[src/rtl/vid_pat_pkg.sv]
// Shared types and colour tables for the video test-pattern generator.
// Colours are stored as abstract levels and scaled to CW bits at the output.
package vid_pat_pkg;

    typedef enum logic [1:0] {
        BARS    = 2'd0,
        CHECKER = 2'd1,
        BOX     = 2'd2,
        RAMP    = 2'd3
    } pattern_mode_e;

    typedef enum logic [1:0] {
        LV_ZERO,
        LV_FULL,
        LV_HALF,
        LV_QTR
    } level_e;

    typedef struct packed {
        level_e r;
        level_e g;
        level_e b;
    } pix_lv_t;

    localparam pix_lv_t LV_BLACK   = '{LV_ZERO, LV_ZERO, LV_ZERO};
    localparam pix_lv_t LV_WHITE   = '{LV_FULL, LV_FULL, LV_FULL};
    localparam pix_lv_t LV_YELLOW  = '{LV_FULL, LV_FULL, LV_ZERO};
    localparam pix_lv_t LV_CYAN    = '{LV_ZERO, LV_FULL, LV_FULL};
    localparam pix_lv_t LV_GREEN   = '{LV_ZERO, LV_FULL, LV_ZERO};
    localparam pix_lv_t LV_MAGENTA = '{LV_FULL, LV_ZERO, LV_FULL};
    localparam pix_lv_t LV_RED     = '{LV_FULL, LV_ZERO, LV_ZERO};
    localparam pix_lv_t LV_BLUE    = '{LV_ZERO, LV_ZERO, LV_FULL};

    localparam pix_lv_t [7:0] BAR_LV = {
        LV_BLACK, LV_BLUE, LV_RED, LV_MAGENTA,
        LV_GREEN, LV_CYAN, LV_YELLOW, LV_WHITE
    };

    localparam pix_lv_t BOX_IN_LV  = '{LV_FULL, LV_HALF, LV_ZERO};
    localparam pix_lv_t BOX_OUT_LV = '{LV_ZERO, LV_ZERO, LV_QTR};

    // First sx of bar j: smallest x with x*8 >= j*h_res.
    function automatic int bar_thr(input int j, input int h_res);
        return (j * h_res + 7) / 8;
    endfunction

endpackage

[src/rtl/vid_pattern_gen_if.sv]
// Pixel bus between the timing generator, the pattern stage and the encoder.
interface vid_pattern_gen_if #(
    parameter int WIDTH = 10,
    parameter int CW    = 4
);
    logic [WIDTH-1:0] sx;
    logic [WIDTH-1:0] sy;
    logic             hsync_in;
    logic             vsync_in;
    logic             de_in;
    logic [CW-1:0]    r;
    logic [CW-1:0]    g;
    logic [CW-1:0]    b;
    logic             hsync_out;
    logic             vsync_out;
    logic             de_out;
    logic             frame_start;

    modport master (
        output sx, sy, hsync_in, vsync_in, de_in,
        input  r, g, b, hsync_out, vsync_out, de_out, frame_start
    );

    modport slave (
        input  sx, sy, hsync_in, vsync_in, de_in,
        output r, g, b, hsync_out, vsync_out, de_out, frame_start
    );
endinterface

[src/rtl/vid_box_mover.sv]
// Bouncing-box position, stepped once per frame during vertical blanking.
module vid_box_mover #(
    parameter int WIDTH = 10,
    parameter int H_RES = 640,
    parameter int V_RES = 480,
    parameter int BOX   = 32,
    parameter int SPEED = 2
) (
    input  logic             clk_pix,
    input  logic             rst_pix_n,
    input  logic             update,
    output logic [WIDTH-1:0] bx,
    output logic [WIDTH-1:0] by
);
    localparam int W1 = WIDTH + 1;

    logic back_x;
    logic back_y;

    // Returns {new_direction, new_position}; direction 1 = left/up.
    function automatic logic [WIDTH:0] bounce(
        input logic [WIDTH-1:0] p,
        input logic             back,
        input int               res
    );
        logic [W1-1:0] pe;
        pe = {1'b0, p};
        if (!back) begin
            if (pe + W1'(BOX + SPEED) >= W1'(res))
                return {1'b1, WIDTH'(res - BOX)};
            return {1'b0, WIDTH'(pe + W1'(SPEED))};
        end
        if (pe <= W1'(SPEED))
            return {1'b0, {WIDTH{1'b0}}};
        return {1'b1, WIDTH'(pe - W1'(SPEED))};
    endfunction

    always_ff @(posedge clk_pix) begin
        if (!rst_pix_n) begin
            bx     <= '0;
            by     <= '0;
            back_x <= 1'b0;
            back_y <= 1'b0;
        end else if (update) begin
            {back_x, bx} <= bounce(bx, back_x, H_RES);
            {back_y, by} <= bounce(by, back_y, V_RES);
        end
    end
endmodule

[src/rtl/vid_pattern_gen.sv]
// Two-stage test-pattern generator: stage 1 decodes, stage 2 colours.
// Mode and box motion only change at frame boundaries to avoid tearing.
module vid_pattern_gen #(
    parameter int WIDTH    = 10,
    parameter int H_RES    = 640,
    parameter int V_RES    = 480,
    parameter int CW       = 4,
    parameter int BOX      = 32,
    parameter int SPEED    = 2,
    parameter int CHK_LOG2 = 5
) (
    input  logic             clk_pix,
    input  logic             rst_pix_n,
    input  logic [1:0]       mode,
    vid_pattern_gen_if.slave vid
);
    import vid_pat_pkg::*;

    localparam int W1 = WIDTH + 1;

    logic [WIDTH-1:0] box_x;
    logic [WIDTH-1:0] box_y;
    logic             fs_in;
    logic             upd;
    logic             hit;
    pattern_mode_e    mode_q;
    pattern_mode_e    mode_eff;

    logic [WIDTH-1:0] s1_sx;
    logic             s1_sy_bit;
    logic             s1_hs;
    logic             s1_vs;
    logic             s1_de;
    logic             s1_fs;
    logic             s1_hit;
    logic             s1_bars;
    logic             s1_chk;
    logic             s1_box;
    logic             s1_ramp;

    logic [2:0]       bar_k;
    pix_lv_t          lv;

    assign fs_in    = (vid.sx == '0) && (vid.sy == '0);
    assign upd      = (vid.sx == '0) && (vid.sy == WIDTH'(V_RES));
    assign mode_eff = fs_in ? pattern_mode_e'(mode) : mode_q;

    assign hit = ({1'b0, vid.sx} >= {1'b0, box_x})
              && ({1'b0, vid.sx} <  {1'b0, box_x} + W1'(BOX))
              && ({1'b0, vid.sy} >= {1'b0, box_y})
              && ({1'b0, vid.sy} <  {1'b0, box_y} + W1'(BOX));

    vid_box_mover #(
        .WIDTH (WIDTH),
        .H_RES (H_RES),
        .V_RES (V_RES),
        .BOX   (BOX),
        .SPEED (SPEED)
    ) u_box (
        .clk_pix   (clk_pix),
        .rst_pix_n (rst_pix_n),
        .update    (upd),
        .bx        (box_x),
        .by        (box_y)
    );

    always_ff @(posedge clk_pix) begin
        if (!rst_pix_n) begin
            mode_q    <= vid_pat_pkg::BARS;
            s1_sx     <= '0;
            s1_sy_bit <= 1'b0;
            s1_hs     <= 1'b0;
            s1_vs     <= 1'b0;
            s1_de     <= 1'b0;
            s1_fs     <= 1'b0;
            s1_hit    <= 1'b0;
            s1_bars   <= 1'b0;
            s1_chk    <= 1'b0;
            s1_box    <= 1'b0;
            s1_ramp   <= 1'b0;
        end else begin
            if (fs_in)
                mode_q <= mode_eff;
            s1_sx     <= vid.sx;
            s1_sy_bit <= vid.sy[CHK_LOG2];
            s1_hs     <= vid.hsync_in;
            s1_vs     <= vid.vsync_in;
            s1_de     <= vid.de_in;
            s1_fs     <= fs_in;
            s1_hit    <= hit;
            s1_bars   <= mode_eff == vid_pat_pkg::BARS;
            s1_chk    <= mode_eff == vid_pat_pkg::CHECKER;
            s1_box    <= mode_eff == vid_pat_pkg::BOX;
            s1_ramp   <= mode_eff == vid_pat_pkg::RAMP;
        end
    end

    // Bar index by comparator chain, avoiding a divider.
    always_comb begin
        bar_k = '0;
        for (int j = 1; j < 8; j++)
            if ({1'b0, s1_sx} >= W1'(bar_thr(j, H_RES)))
                bar_k = bar_k + 3'd1;
    end

    always_comb begin
        lv = LV_BLACK;
        unique case (1'b1)
            s1_bars: lv = BAR_LV[bar_k];
            s1_chk:  lv = (s1_sx[CHK_LOG2] ^ s1_sy_bit) ? LV_BLACK : LV_WHITE;
            s1_box:  lv = s1_hit ? BOX_IN_LV : BOX_OUT_LV;
            default: lv = LV_BLACK;
        endcase
    end

    function automatic logic [CW-1:0] lv2c(input level_e l);
        unique case (l)
            LV_FULL: return '1;
            LV_HALF: return CW'(1) << (CW - 1);
            LV_QTR:  return CW'(1) << (CW - 2);
            default: return '0;
        endcase
    endfunction

    always_ff @(posedge clk_pix) begin
        if (!rst_pix_n) begin
            vid.r           <= '0;
            vid.g           <= '0;
            vid.b           <= '0;
            vid.hsync_out   <= 1'b0;
            vid.vsync_out   <= 1'b0;
            vid.de_out      <= 1'b0;
            vid.frame_start <= 1'b0;
        end else begin
            vid.hsync_out   <= s1_hs;
            vid.vsync_out   <= s1_vs;
            vid.de_out      <= s1_de;
            vid.frame_start <= s1_fs;
            if (!s1_de) begin
                vid.r <= '0;
                vid.g <= '0;
                vid.b <= '0;
            end else if (s1_ramp) begin
                vid.r <= s1_sx[CW+CHK_LOG2-1:CHK_LOG2];
                vid.g <= s1_sx[CW+CHK_LOG2-1:CHK_LOG2];
                vid.b <= s1_sx[CW+CHK_LOG2-1:CHK_LOG2];
            end else begin
                vid.r <= lv2c(lv.r);
                vid.g <= lv2c(lv.g);
                vid.b <= lv2c(lv.b);
            end
        end
    end
endmodule

[src/flat_wrapper.sv]
// flat-port wrapper written by rule: the top's interface ports become plain ports
module vid_pattern_gen_flat import vid_pat_pkg::*;
#(
    parameter int WIDTH    = 10,
    parameter int H_RES    = 640,
    parameter int V_RES    = 480,
    parameter int CW       = 4,
    parameter int BOX      = 32,
    parameter int SPEED    = 2,
    parameter int CHK_LOG2 = 5
)
  (clk_pix, rst_pix_n, mode, vid_sx, vid_sy, vid_hsync_in, vid_vsync_in, vid_de_in, vid_r, vid_g, vid_b, vid_hsync_out, vid_vsync_out, vid_de_out, vid_frame_start);
  vid_pattern_gen_if #(.WIDTH(WIDTH), .CW(CW)) vid_i ();
  input  logic clk_pix;
  input  logic rst_pix_n;
  input  logic [1:0] mode;
  input wire logic [$bits(vid_i.sx)-1:0] vid_sx;
  input wire logic [$bits(vid_i.sy)-1:0] vid_sy;
  input wire logic [$bits(vid_i.hsync_in)-1:0] vid_hsync_in;
  input wire logic [$bits(vid_i.vsync_in)-1:0] vid_vsync_in;
  input wire logic [$bits(vid_i.de_in)-1:0] vid_de_in;
  output wire logic [$bits(vid_i.r)-1:0] vid_r;
  output wire logic [$bits(vid_i.g)-1:0] vid_g;
  output wire logic [$bits(vid_i.b)-1:0] vid_b;
  output wire logic [$bits(vid_i.hsync_out)-1:0] vid_hsync_out;
  output wire logic [$bits(vid_i.vsync_out)-1:0] vid_vsync_out;
  output wire logic [$bits(vid_i.de_out)-1:0] vid_de_out;
  output wire logic [$bits(vid_i.frame_start)-1:0] vid_frame_start;
  assign vid_i.sx = vid_sx;
  assign vid_i.sy = vid_sy;
  assign vid_i.hsync_in = vid_hsync_in;
  assign vid_i.vsync_in = vid_vsync_in;
  assign vid_i.de_in = vid_de_in;
  assign vid_r = vid_i.r;
  assign vid_g = vid_i.g;
  assign vid_b = vid_i.b;
  assign vid_hsync_out = vid_i.hsync_out;
  assign vid_vsync_out = vid_i.vsync_out;
  assign vid_de_out = vid_i.de_out;
  assign vid_frame_start = vid_i.frame_start;
  vid_pattern_gen #(.WIDTH(WIDTH), .H_RES(H_RES), .V_RES(V_RES), .CW(CW), .BOX(BOX), .SPEED(SPEED), .CHK_LOG2(CHK_LOG2)) u_core (.clk_pix(clk_pix), .rst_pix_n(rst_pix_n), .mode(mode), .vid(vid_i));
endmodule
[config.mk]
export PLATFORM = sky130hd
export DESIGN_NAME = vid_pattern_gen_flat
export DESIGN_NICKNAME = d
export VERILOG_FILES = /design/src/rtl/vid_pat_pkg.sv /design/src/rtl/vid_pattern_gen_if.sv /design/src/rtl/vid_box_mover.sv /design/src/rtl/vid_pattern_gen.sv /design/src/flat_wrapper.sv
export SDC_FILE = /design/constraint.sdc
export NUM_CORES = 1
export LEC_CHECK = 0
export CELL_PAD_IN_SITES_DETAIL_PLACEMENT = 1
export CELL_PAD_IN_SITES_GLOBAL_PLACEMENT = 1
export CORE_ASPECT_RATIO = 1.5
export CORE_MARGIN = 5
export CORE_UTILIZATION = 47
export DETAILED_ROUTE_END_ITERATION = 8
export GPL_ROUTABILITY_DRIVEN = 0
export PLACE_DENSITY_LB_ADDON = 0.1
export SLEW_MARGIN = 5
export SYNTH_ARGS = -nofsm -noshare
export SYNTH_HDL_FRONTEND = slang
export SYNTH_HIERARCHICAL = 1
export SYNTH_SLANG_ARGS = --single-unit
[constraint.sdc]
create_clock -name clk_pix -period 7.8 [get_ports clk_pix]
set_clock_uncertainty 0.05 [all_clocks]
set_input_delay 2.34 -clock clk_pix [delete_from_list [all_inputs] [get_ports clk_pix]]
set_output_delay 2.34 -clock clk_pix [all_outputs]
set_load 0.01 [all_outputs]
==> impl_metrics.tcl <==
set metrics [dict create \
    cts_made_buffers 5 \
    power.leakage_nw 1.93 \
    first_pass_iters 4 \
    syn2layout_area_growth_pct 10.7 \
    dieWidth_um 89.6 \
    worstMarginPinSlew_ns 0.745 \
    wl_per_cell_um 18.1 \
    placed_area_um2 4790 \
    hold_viol 0 \
    status "complete, no violations" \
    rsz0062_at_grt "no" \
    grt-ovfl-total 0 \
    synth_seq_cells 54 \
    slew_headroom_pct 50.1 \
    path_max_fanout 16 \
    htreeDepth 2 \
    required_ns 7.94 \
    powerDensity_nw_per_um2 132 \
    grt_pass1_vias 4177 \
    synth.avg_cell_area_um2 8.31 \
    cts-hold-fix-buffers 0 \
    grt_pass1_wl_mm 19.7 \
    antenna_found_initial 0 \
    ys_types 87 \
    syn_area_um2 4470 \
    cts_sinks 54 \
    holdWs_ns 0.387 \
    dp_hpwl_mm 9.34 \
    rows 43 \
    criticalPathCategory "reg2reg" \
    die_area_um2 11600 \
    arrival_ns 5.33 \
    vias_per_cell 6.03 \
    clock_latency_ns 0.30 \
    hold_path_class "reg2reg" \
    vias 4045 \
    setup_ws_ns 2.61 \
    fin_tns_setup_ns 0 \
    place_ws_ns 2.54 \
    postCtsSetupBuffers 0 \
    netlist_instances 538 \
    synth_edf_count 0 \
    wl_mm 12.2 \
    peakVddDrop_mv 0.0967 \
    antenna_left 0 \
    ctsResizeCount 0 \
    nets 632 \
    post-route-drc-count 0 \
    yosys_warnings 6 \
    dieHeight_um 129 \
    design_area_um2 4950 \
    cts.clk_slew.worst_paths_ns 0.08 \
    grt_usage_pct 21.3 \
    timing.fmax_mhz 193 \
    io_pins 43 \
    crit_path_start_kind "flip-flop" \
    fin_crit_sh_pct 66.5 \
    antennaDiodeCount 0 \
    io_buffers 42 \
    coreArea_um2 9250 \
    drive_gt1_share_pct 6.80 \
    setup_viol_count_final 0 \
    fin_crit_ns 5.19 \
    synthFlopType "dfxtp_1" \
    crit_path_end_kind "flip-flop" \
    first_iter_violations 117 \
    ys_seq_area_share_pct 24.2 \
    grt_max_degree 33 \
    clockRootBuffer "clkbuf_16" \
    async_reset_ff_share_pct 0 \
    max_cap_viol_count 0 \
    slew_violations 0 \
    cts_tree "yes" \
    cts_max_path_buffers 2 \
    initial_utilization_pct 48.3 \
]
[layout make-up]
cell class / instances / area, um2
Clock buffer: 5 / 125
Clock inverter: 3 / 28.8
Fill cell: 1135 / 4310
Inverter: 41 / 154
Multi-Input combinational cell: 412 / 2980
Sequential cell: 54 / 1080
Tap cell: 112 / 140
Timing Repair Buffer: 44 / 435
[sequential cells by signal, indices dropped and copies added (netlist names)]
| signal | cells |
|---|---|
| u_core/vid.hsync_out | 1 |
| u_core/vid.r | 4 |
| u_core/s1_sy_bit | 1 |
| u_core/s1_fs | 1 |
| u_core/s1_de | 1 |
| u_core/vid.vsync_out | 1 |
| u_core/vid.g | 4 |
| u_core/u_box/bx | 9 |
| u_core/s1_box | 1 |
| u_core/u_box/by | 9 |
| u_core/s1_hit | 1 |
| u_core/vid.b | 4 |
| u_core/vid.frame_start | 1 |
| u_core/s1_vs | 1 |
| u_core/s1_hs | 1 |
| u_core/s1_bars | 1 |
| u_core/u_box/back_y | 1 |
| u_core/s1_ramp | 1 |
| u_core/vid.de_out | 1 |
| u_core/mode_q | 2 |
| u_core/s1_chk | 1 |
| u_core/u_box/back_x | 1 |
| u_core/s1_sx | 6 |
[cells in the mapped netlist, types with 3 or more instances]
cell | instances | share of area, %
dfxtp_1 | 54 | 24
ha_1 | 47 | 13
inv_1 | 41 | 3.4
a21oi_1 | 35 | 3.9
nor2_1 | 35 | 2.9
nand2_1 | 28 | 2.4
o21ai_0 | 27 | 3.0
nand3_1 | 19 | 2.1
a31oi_1 | 16 | 2.2
and2_1 | 16 | 2.2
nor3_1 | 16 | 1.8
xnor2_1 | 14 | 2.7
a21o_1 | 12 | 2.0
nand4_1 | 10 | 1.4
clkbuf_8 | 9 | 2.8
clkbuf_1 | 8 | 0.67
nor4_1 | 8 | 1.1
o21a_1 | 8 | 1.3
or3_1 | 7 | 0.98
a211oi_1 | 6 | 1.0
nor2b_1 | 6 | 0.84
and3_1 | 5 | 0.70
buf_2 | 5 | 0.56
buf_4 | 5 | 0.84
mux2i_1 | 5 | 1.1
nand2b_1 | 5 | 0.70
o211ai_1 | 5 | 0.84
xor2_1 | 5 | 0.98
a2bb2oi_1 | 3 | 0.59
a41o_1 | 3 | 0.67
and4_1 | 3 | 0.59
o22ai_1 | 3 | 0.42
or4_1 | 3 | 0.50
[per-layer routing]
| metal | wire (um) | global-route usage, % |
|---|---|---|
| met5 | 0 | 0 |
| met4 | 374 | 7.80 |
| met3 | 287 | 2.54 |
| met2 | 6870 | 41.8 |
| met1 | 4630 | 22.1 |
[path summary, 6_finish.rpt]
kind                                        endpoint  cells after the start            start  slack (ns)
worst max-delay path                 u_core/vid.g[3]                     24  u_core/s1_sx[6]        2.61
worst min-delay path            u_core/vid.hsync_out                      1     u_core/s1_hs        0.39
worst max register to register       u_core/vid.g[3]                     24  u_core/s1_sx[6]        2.61
worst min register to register  u_core/vid.hsync_out                      1     u_core/s1_hs        0.39
[critical path, cell delays in order (launching register included)]
cell	delay (ns)
dfxtp_1	0.72
o21ai_0	0.19
and3b_1	0.26
ha_1	0.41
inv_1	0.15
xnor2_1	0.15
ha_1	0.28
xor2_1	0.16
o21ai_0	0.09
a31oi_1	0.12
a31oi_2	0.29
inv_1	0.09
ha_1	0.32
nor2_1	0.11
a21oi_1	0.06
ha_1	0.21
nand3_1	0.11
xor2_1	0.16
xnor3_1	0.45
nand2_1	0.12
nand2_1	0.07
ha_1	0.28
nor2_1	0.04
a21oi_1	0.14
nor2_1	0.05
[report_power, final]
group          internal (W)  switching [W]
registers          0.000282     0.00000989
logic             0.0000632      0.0000621
clock network      0.000123       0.000115
[kinds of logic (layout without fill, tap and decap cells)]
group	count (synthesis)	count (layout)	share of synthesized area, %
AO/OA/AOI/OAI	154	154	24.6
XOR/XNOR	20	20	4.23
adder cells (fa/ha/maj)	47	47	13.2
buffers and inverters	73	93	9.18
flip-flops	54	54	24.2
multiplexers	6	6	1.37
other	1	2	0.0839
AND/OR/NAND/NOR	183	183	23.2
[metrics by stage]
stage	power (W)	utilization, %	std cells
after floorplan	0.000379	-	539
after global placement	0.000418	51.8	663
after detailed placement	0.000424	51.8	663
after CTS	0.000663	53.4	671
after global routing	0.000688	53.4	671
final	0.000655	53.4	671
[placed cells by master, fill, tap and decap left out, drive strengths merged, types with 11 or more instances in the layout]
cell type      netlist  layout
o21ai               27      27
nand2               29      29
xnor2               14      14
a21o                13      13
a31oi               17      17
nand3               19      19
and2                16      16
ha                  47      47
inv                 41      42
nor2                36      36
dfxtp               54      54
nor3                16      16
nand4               11      11
a21oi               35      35
clkdlybuf4s50        0      42
No activity file was read; power rests on OpenSTA's default activity.
